## src/rtl/rx_chnl_ctrl_pkg.sv

```systemverilog
// rtl/rx_chnl_ctrl_pkg.sv - shared FSM state type and beat-sizing helpers for the RX channel consumer
package rx_chnl_ctrl_pkg;

    // Controller states: request capture, one-cycle acknowledge, beat transfer,
    // output drain, completion pulse, then wait for the request to drop.
    typedef enum logic [2:0] {
        S_IDLE    = 3'd0,
        S_ACK     = 3'd1,
        S_DATA    = 3'd2,
        S_DRAIN   = 3'd3,
        S_DONE    = 3'd4,
        S_WAITLOW = 3'd5
    } state_t;

    // Number of 32-bit words carried by one channel beat.
    function automatic int unsigned words_per_beat(input int unsigned data_width);
        return data_width / 32;
    endfunction

    // Beats needed to carry len words; a partial final beat counts as a full beat.
    function automatic logic [31:0] ceil_beats(input logic [31:0] len, input int unsigned wpb);
        logic [31:0] w_div;
        logic [31:0] w_q;
        w_div = wpb;
        w_q   = len / w_div;
        if ((len % w_div) != 32'd0) begin
            w_q = w_q + 32'd1;
        end
        return w_q;
    endfunction

endpackage

```

## src/rtl/rx_chnl_out_reg.sv

```systemverilog
// rtl/rx_chnl_out_reg.sv - single-entry downstream holding register with valid and last tracking
module rx_chnl_out_reg #(
    parameter int unsigned C_DATA_WIDTH = 64
) (
    input  logic                    i_clk,
    input  logic                    i_rst_n,
    input  logic                    i_load,
    input  logic [C_DATA_WIDTH-1:0] i_data,
    input  logic                    i_last,
    input  logic                    i_set_last,
    input  logic                    i_ready,
    output logic [C_DATA_WIDTH-1:0] o_data,
    output logic                    o_valid,
    output logic                    o_last
);

    logic [C_DATA_WIDTH-1:0] r_data;
    logic                    r_valid;
    logic                    r_last;

    // Load a new beat (allowed in the same cycle the old one is accepted),
    // otherwise retire on accept, otherwise make a late end-of-stream mark sticky.
    always_ff @(posedge i_clk or negedge i_rst_n) begin
        if (!i_rst_n) begin
            r_data  <= '0;
            r_valid <= 1'b0;
            r_last  <= 1'b0;
        end else if (i_load) begin
            r_data  <= i_data;
            r_valid <= 1'b1;
            r_last  <= i_last;
        end else if (r_valid && i_ready) begin
            r_valid <= 1'b0;
            r_last  <= 1'b0;
        end else if (r_valid && i_set_last) begin
            r_last  <= 1'b1;
        end
    end

    assign o_data  = r_data;
    assign o_valid = r_valid;
    // The early-end mark also shows combinationally so a beat accepted in the
    // very cycle the transfer is cut short still leaves flagged as last.
    assign o_last  = r_last | (r_valid & i_set_last);

endmodule

```

## src/rtl/rx_chnl_consumer_ctrl.sv

```systemverilog
// rtl/rx_chnl_consumer_ctrl.sv - RX channel consumer FSM (idle timeout optional via RX_CHNL_CONSUMER_TIMEOUT_EN)
module rx_chnl_consumer_ctrl
    import rx_chnl_ctrl_pkg::*;
#(
    parameter int unsigned C_DATA_WIDTH = 64,
    parameter int unsigned C_TIMEOUT    = 1024
) (
    input  logic                    i_clk,
    input  logic                    i_rst_n,
    input  logic                    i_chnl_rx,
    output logic                    o_chnl_rx_ack,
    input  logic                    i_chnl_rx_last,
    input  logic [31:0]             i_chnl_rx_len,
    input  logic [30:0]             i_chnl_rx_off,
    input  logic [C_DATA_WIDTH-1:0] i_chnl_rx_data,
    input  logic                    i_chnl_rx_data_valid,
    output logic                    o_chnl_rx_data_ren,
    output logic [C_DATA_WIDTH-1:0] o_out_data,
    output logic                    o_out_valid,
    output logic                    o_out_last,
    input  logic                    i_out_ready,
    output logic [31:0]             o_xfer_len,
    output logic [30:0]             o_xfer_off,
    output logic                    o_xfer_last,
    output logic [31:0]             o_xfer_words,
    output logic                    o_xfer_done,
    output logic                    o_xfer_short,
    output logic                    o_xfer_timeout
);

    localparam int unsigned WPB = words_per_beat(C_DATA_WIDTH);

    state_t      r_state;
    state_t      w_next;

    logic [31:0] r_xfer_len;
    logic [30:0] r_xfer_off;
    logic        r_xfer_last;
    logic [31:0] r_xfer_words;
    logic        r_short;
    logic [31:0] r_remaining;

    logic        w_out_valid;
    logic        w_capture;
    logic        w_ren;
    logic        w_last_beat;
    logic        w_short_hit;
    logic        w_to_hit;
    logic        w_early_end;
    logic [32:0] w_words_sum;
    logic [31:0] w_words_next;

    assign w_capture   = (r_state == S_IDLE) && i_chnl_rx;
    // A beat is taken only when the holding register is free or emptying this cycle.
    assign w_ren       = (r_state == S_DATA) && i_chnl_rx_data_valid &&
                         (!w_out_valid || i_out_ready) && (r_remaining != 32'd0);
    assign w_last_beat = (r_remaining == 32'd1);
    // Sender gave up: request dropped with nothing on the bus and beats still owed.
    assign w_short_hit = (r_state == S_DATA) && !i_chnl_rx && !i_chnl_rx_data_valid &&
                         (r_remaining != 32'd0);
    assign w_early_end = w_short_hit | w_to_hit;

    // Word count advances a full beat but never past the requested length.
    assign w_words_sum  = {1'b0, r_xfer_words} + 33'(WPB);
    assign w_words_next = (w_words_sum > {1'b0, r_xfer_len}) ? r_xfer_len : w_words_sum[31:0];

`ifdef RX_CHNL_CONSUMER_TIMEOUT_EN
    logic [31:0] r_to_cnt;
    logic        r_timeout;

    assign w_to_hit = (r_state == S_DATA) && !i_chnl_rx_data_valid &&
                      (r_remaining != 32'd0) && (r_to_cnt == 32'(C_TIMEOUT - 1));

    // Count consecutive starved DATA cycles; any presented beat restarts the count.
    always_ff @(posedge i_clk or negedge i_rst_n) begin
        if (!i_rst_n) begin
            r_to_cnt <= 32'd0;
        end else if (w_capture || i_chnl_rx_data_valid) begin
            r_to_cnt <= 32'd0;
        end else if (r_state == S_DATA) begin
            r_to_cnt <= r_to_cnt + 32'd1;
        end
    end

    // Timeout flag is cleared by a new request and set when the idle limit is hit.
    always_ff @(posedge i_clk or negedge i_rst_n) begin
        if (!i_rst_n) begin
            r_timeout <= 1'b0;
        end else if (w_capture) begin
            r_timeout <= 1'b0;
        end else if (w_to_hit) begin
            r_timeout <= 1'b1;
        end
    end

    assign o_xfer_timeout = r_timeout;
`else
    assign w_to_hit       = 1'b0;
    assign o_xfer_timeout = 1'b0;
`endif

    // State register.
    always_ff @(posedge i_clk or negedge i_rst_n) begin
        if (!i_rst_n) begin
            r_state <= S_IDLE;
        end else begin
            r_state <= w_next;
        end
    end

    // Next-state logic.
    always_comb begin
        w_next = r_state;
        case (r_state)
            S_IDLE: begin
                if (i_chnl_rx) begin
                    w_next = S_ACK;
                end
            end
            S_ACK: begin
                w_next = (r_xfer_len == 32'd0) ? S_DONE : S_DATA;
            end
            S_DATA: begin
                if (r_remaining == 32'd0) begin
                    w_next = S_DRAIN;
                end else if (w_ren && w_last_beat) begin
                    w_next = S_DRAIN;
                end else if (w_early_end) begin
                    w_next = S_DRAIN;
                end
            end
            S_DRAIN: begin
                if (!w_out_valid || i_out_ready) begin
                    w_next = S_DONE;
                end
            end
            S_DONE: begin
                w_next = S_WAITLOW;
            end
            S_WAITLOW: begin
                if (!i_chnl_rx) begin
                    w_next = S_IDLE;
                end
            end
            default: begin
                w_next = S_IDLE;
            end
        endcase
    end

    // Transfer attributes and progress: captured on request, held until the next one.
    always_ff @(posedge i_clk or negedge i_rst_n) begin
        if (!i_rst_n) begin
            r_xfer_len   <= 32'd0;
            r_xfer_off   <= 31'd0;
            r_xfer_last  <= 1'b0;
            r_xfer_words <= 32'd0;
            r_short      <= 1'b0;
            r_remaining  <= 32'd0;
        end else if (w_capture) begin
            r_xfer_len   <= i_chnl_rx_len;
            r_xfer_off   <= i_chnl_rx_off;
            r_xfer_last  <= i_chnl_rx_last;
            r_xfer_words <= 32'd0;
            r_short      <= 1'b0;
            r_remaining  <= ceil_beats(i_chnl_rx_len, WPB);
        end else begin
            if (w_ren) begin
                r_remaining  <= r_remaining - 32'd1;
                r_xfer_words <= w_words_next;
            end
            if (w_early_end) begin
                r_short <= 1'b1;
            end
        end
    end

    rx_chnl_out_reg #(
        .C_DATA_WIDTH (C_DATA_WIDTH)
    ) u_out_reg (
        .i_clk      (i_clk),
        .i_rst_n    (i_rst_n),
        .i_load     (w_ren),
        .i_data     (i_chnl_rx_data),
        .i_last     (w_last_beat),
        .i_set_last (w_early_end),
        .i_ready    (i_out_ready),
        .o_data     (o_out_data),
        .o_valid    (w_out_valid),
        .o_last     (o_out_last)
    );

    assign o_out_valid        = w_out_valid;
    assign o_chnl_rx_ack      = (r_state == S_ACK);
    assign o_chnl_rx_data_ren = w_ren;
    assign o_xfer_done        = (r_state == S_DONE);
    assign o_xfer_len         = r_xfer_len;
    assign o_xfer_off         = r_xfer_off;
    assign o_xfer_last        = r_xfer_last;
    assign o_xfer_words       = r_xfer_words;
    assign o_xfer_short       = r_short;

endmodule

```

## config.mk

```make
export PLATFORM = sky130hd
export DESIGN_NAME = rx_chnl_consumer_ctrl
export DESIGN_NICKNAME = d
export VERILOG_FILES = /design/src/rtl/rx_chnl_ctrl_pkg.sv /design/src/rtl/rx_chnl_out_reg.sv /design/src/rtl/rx_chnl_consumer_ctrl.sv
export SDC_FILE = /design/constraint.sdc
export NUM_CORES = 1
export LEC_CHECK = 0
export CAP_MARGIN = 20
export CORE_ASPECT_RATIO = 1.5
export CORE_MARGIN = 5
export CORE_UTILIZATION = 49
export DETAILED_ROUTE_END_ITERATION = 10
export PLACE_DENSITY = 0.91
export SYNTH_ARGS = -nofsm -noshare
export SYNTH_HDL_FRONTEND = slang
export SYNTH_SLANG_ARGS = --single-unit
export TNS_END_PERCENT = 30
```

## constraint.sdc

```tcl
create_clock -name i_clk -period 5.71 [get_ports i_clk]
set_clock_uncertainty 0.2 [all_clocks]
set_input_delay 1.142 -clock i_clk [delete_from_list [all_inputs] [get_ports i_clk]]
set_output_delay 1.142 -clock i_clk [all_outputs]
set_load 0.05 [all_outputs]
```

==> metrics.md <==
| Metric | Value |
|---|---|
| Final wirelength | 33,200 um |
| Clk sinks | 198 |
| Layout cell share with drive strength beyond 1 | 0.0395 |
| Synth Area per Inst | 8.46 um^2 |
| Setup bufs post-CTS | 0 |
| Fmax | 196 MHz |
| Synth cell count leaders | nand2_1, dfrtp_1, o21ai_0 |
| Psw | 4.88 mW |
| CP most frequent cell | or4_4 |
| Critical-path top delay cell | clkdlybuf4s50_1 |
| Main flop type after synthesis | dfrtp_1 |
| CP startpoint | r_remaining[20] |
| Rows | 66 |
| DRC Markers | 0 |
| Gr ovfl total | 0 |
| Startpoint types | flop |
| Final setup fails | 0 |
| Total number of vias | 10.3k |
| Total CTS buffers | 17 |
| WL/cell | 18.2 um |
| Switch share | 0.518 |
| Tot Pwr | 9.41 mW |
| Clock transition at path regs | 0.08 ns |
| #FFs+latches synth | 198 |
| Slowest cell delay on critical path | 0.71 ns |
| Hold Path Class | reg2reg |
| Slew Limit Fails | 0 |
| Core area | 0.0217 mm^2 |
| Vias in the first global route | 10.3k |
| Max-cap violations | 0 |
| Setup TNS Final | 0 ns |
| Synth area leaders | dfrtp_1, nand2_1, xnor2_1 |
| Post-Syn Instances | 1,274 |
| Crit path time final | 5.09 ns |
| Initial Utilization | 0.496 |
| TritonCTS clock tree | yes |
| Detail Route Antenna Nets | 0 |
| Outcome | finished clean |
| Slew HR | 0.330 |
| Top cell type's share of synthesized area | 0.460 |
| Max Buffers Root-to-Sink | 2 |
| Crit-path cells | or4_4 > or4_1 > or4_4 > o21a_1 > a31o_2 > clkdlybuf4s50_1 |
| DIE WIDTH | 131 um |
| CP delay by family, top | simple AND/OR/NAND/NOR gates |
| Fin Hold WS | 0.276 ns |
| Root Buffer | clkbuf_16 |
| Logic pwr share | 0.582 |
| Maximum VDD drop | 0.000615 V |
| Distinct cells, synth | 57 |
| Final Cycle Share | 0.892 |
| Top Ports | 300 |
| Die Ht | 192 um |
| Number of DRC markers in iteration 0 | 792 |
| Slew at the pin with the worst max-slew slack | 1.00 ns |
| Buf+Inv Stages, Crit Path | 1 |
| R2r startpoint | o_xfer_words[1] |
| Clock power share | 0.132 |
| Final nets | 1,702 |
| Startpoint of the worst hold path | u_out_reg.o_data[33] |
| Syn nets | 1,443 |
| Die Footprint | 0.0251 mm^2 |
| R2R Setup Slk | 0.97 ns |
| Hold-fix buffers at CTS | 0 |
| PwrDens | 647 mW/mm^2 |
| Largest net degree at the start of global routing | 126 |
| First-pass GRT wire length | 52,700 um |
| RSZ-0062 raised after global routing | no |
| Crit Path Category | reg2out |
| Resize count post-CTS | 0 |
| Hold Fails Final Rpt | 0 |
| Req. time, crit path | 4.37 ns |
| Worst skew pair latency | 0.45 ns |
| Crit path DAT | 3.75 ns |
| Synth area leader | dfrtp_1 |
| Cell Area, Synth | 0.0108 mm^2 |
| Int Pwr | 4.53 mW |
| Most frequent cell after synthesis | nand2_1 |
| Initial antenna violation count | 2 |
| Ys Warns | 0 |
| Clock H-tree levels | 4 |
| Syn-to-layout area delta | 34.8% |
| Sequential-to-total area share from yosys stat | 0.460 |
| Synth async-reset ratio | 1.00 |
| GP Congestion | 0.906 |
| Final HPWL DP | 24,100 um |
| CP Capture Type | primary output |
| Post-synth EDFFs | 0 |
| Tot GR Track Use | 0.256 |
| Critical Path Fanout Max | 9 |
| Drt pass-1 iters | 5 |
| Number of vias per cell | 5.63 |
| Leak Pwr | 6.43 nW |
| Sequential share of power | 0.286 |
| IO Port Bufs | 298 |
## path summary, 6_finish.rpt
check / endpoint / depth (start not counted)
worst max register to register: o_xfer_words[25] / 14
worst min register to register: u_out_reg.o_data[33] / 2
min in group asynchronous: u_out_reg.o_data[19] / 1
worst min-delay path: u_out_reg.o_data[33] / 2
worst max-delay path: o_out_last / 6
max in group asynchronous: u_out_reg.o_data[10] / 2
## sequential cells by signal (all words and copies together), names as in the netlist
register           cells
u_out_reg.o_data      64
o_xfer_len            32
o_xfer_words          32
r_remaining           32
o_xfer_off            31
r_state                3
o_xfer_last            1
o_xfer_short           1
u_out_reg.o_valid      1
u_out_reg.r_last       1
## metrics by stage
stage / utilization / std cells / setup WS [ns] / area [um^2]
4_1_cts: 0.668 / 1817 / 0.601 / 14500
3_3_place_gp: 0.640 / 1785 / 1.13 / 13900
6_report: 0.669 / 1821 / 0.617 / 14500
2_1_floorplan: - / 1274 / 1.33 / 10800
5_1_grt: 0.669 / 1820 / 0.519 / 14500
3_5_place_dp: 0.640 / 1785 / 1.10 / 13900
## kinds of logic after synthesis
family                     after synthesis  synth area share
buffers and inverters                  112            0.0450
AOI/OAI and AO/OA                      156            0.0840
other                                    1          0.000348
xor gates and xnor gates                87            0.0707
and+or+nand+nor                        660             0.276
adders and majority gates               36            0.0418
DFF                                    198             0.460
muxes                                   24            0.0223
## power groups by stage
stage               logic, mW  clock network (mW)  registers [mW]
floorplan                1.92                   0            4.31
global placement         5.33                   0            2.64
detailed placement       5.45                   0            2.68
CTS                      5.48                1.26            2.67
global route             5.83                1.32            2.78
finish                   5.48                1.24            2.69
## layout make-up
class                   count  area (um^2)
clock inverters            15          179
clock buffers              17          425
fillers                  1671         7180
multi-input cells         964         5370
well taps                 272          340
inverters                  45          171
diodes                      3         7.51
repair buffers            307         3100
flip-flops and latches    198         4950
## tightest hold or removal path, cell delays in order, from the launching register on
cell	delay, ns
dfrtp_1	0.34
nand2_1	0.05
nand2_1	0.06
## cell usage in the layout (no fill, tap or decap), types with 5 or more instances in the layout
| cell type | instances |
|---|---|
| and3_1 | 19 |
| ha_1 | 36 |
| dfrtp_1 | 198 |
| o22ai_1 | 16 |
| nand4_1 | 25 |
| mux2i_1 | 24 |
| buf_4 | 7 |
| or4_1 | 8 |
| inv_8 | 5 |
| xor2_1 | 28 |
| xnor2_1 | 59 |
| nand2_1 | 398 |
| or3_1 | 8 |
| and4_1 | 8 |
| nor2_1 | 59 |
| inv_1 | 44 |
| nor4_1 | 28 |
| clkdlybuf4s50_1 | 296 |
| o21ai_0 | 69 |
| a31oi_1 | 6 |
| a21oi_1 | 32 |
| clkbuf_16 | 17 |
| nor3_1 | 14 |
| nand3_1 | 62 |
## routing by layer
| layer | vias up | track usage | part of all wire |
|---|---|---|---|
| met4 | 0 | 0.133 | 0.044 |
| met2 | 433 | 0.447 | 0.53 |
| met3 | 103 | 0.0516 | 0.066 |
| met1 | 4903 | 0.297 | 0.36 |
| li1 | 4822 | - | - |
| met5 | - | 0 | 0 |
No activity file was read; power rests on OpenSTA's default activity.
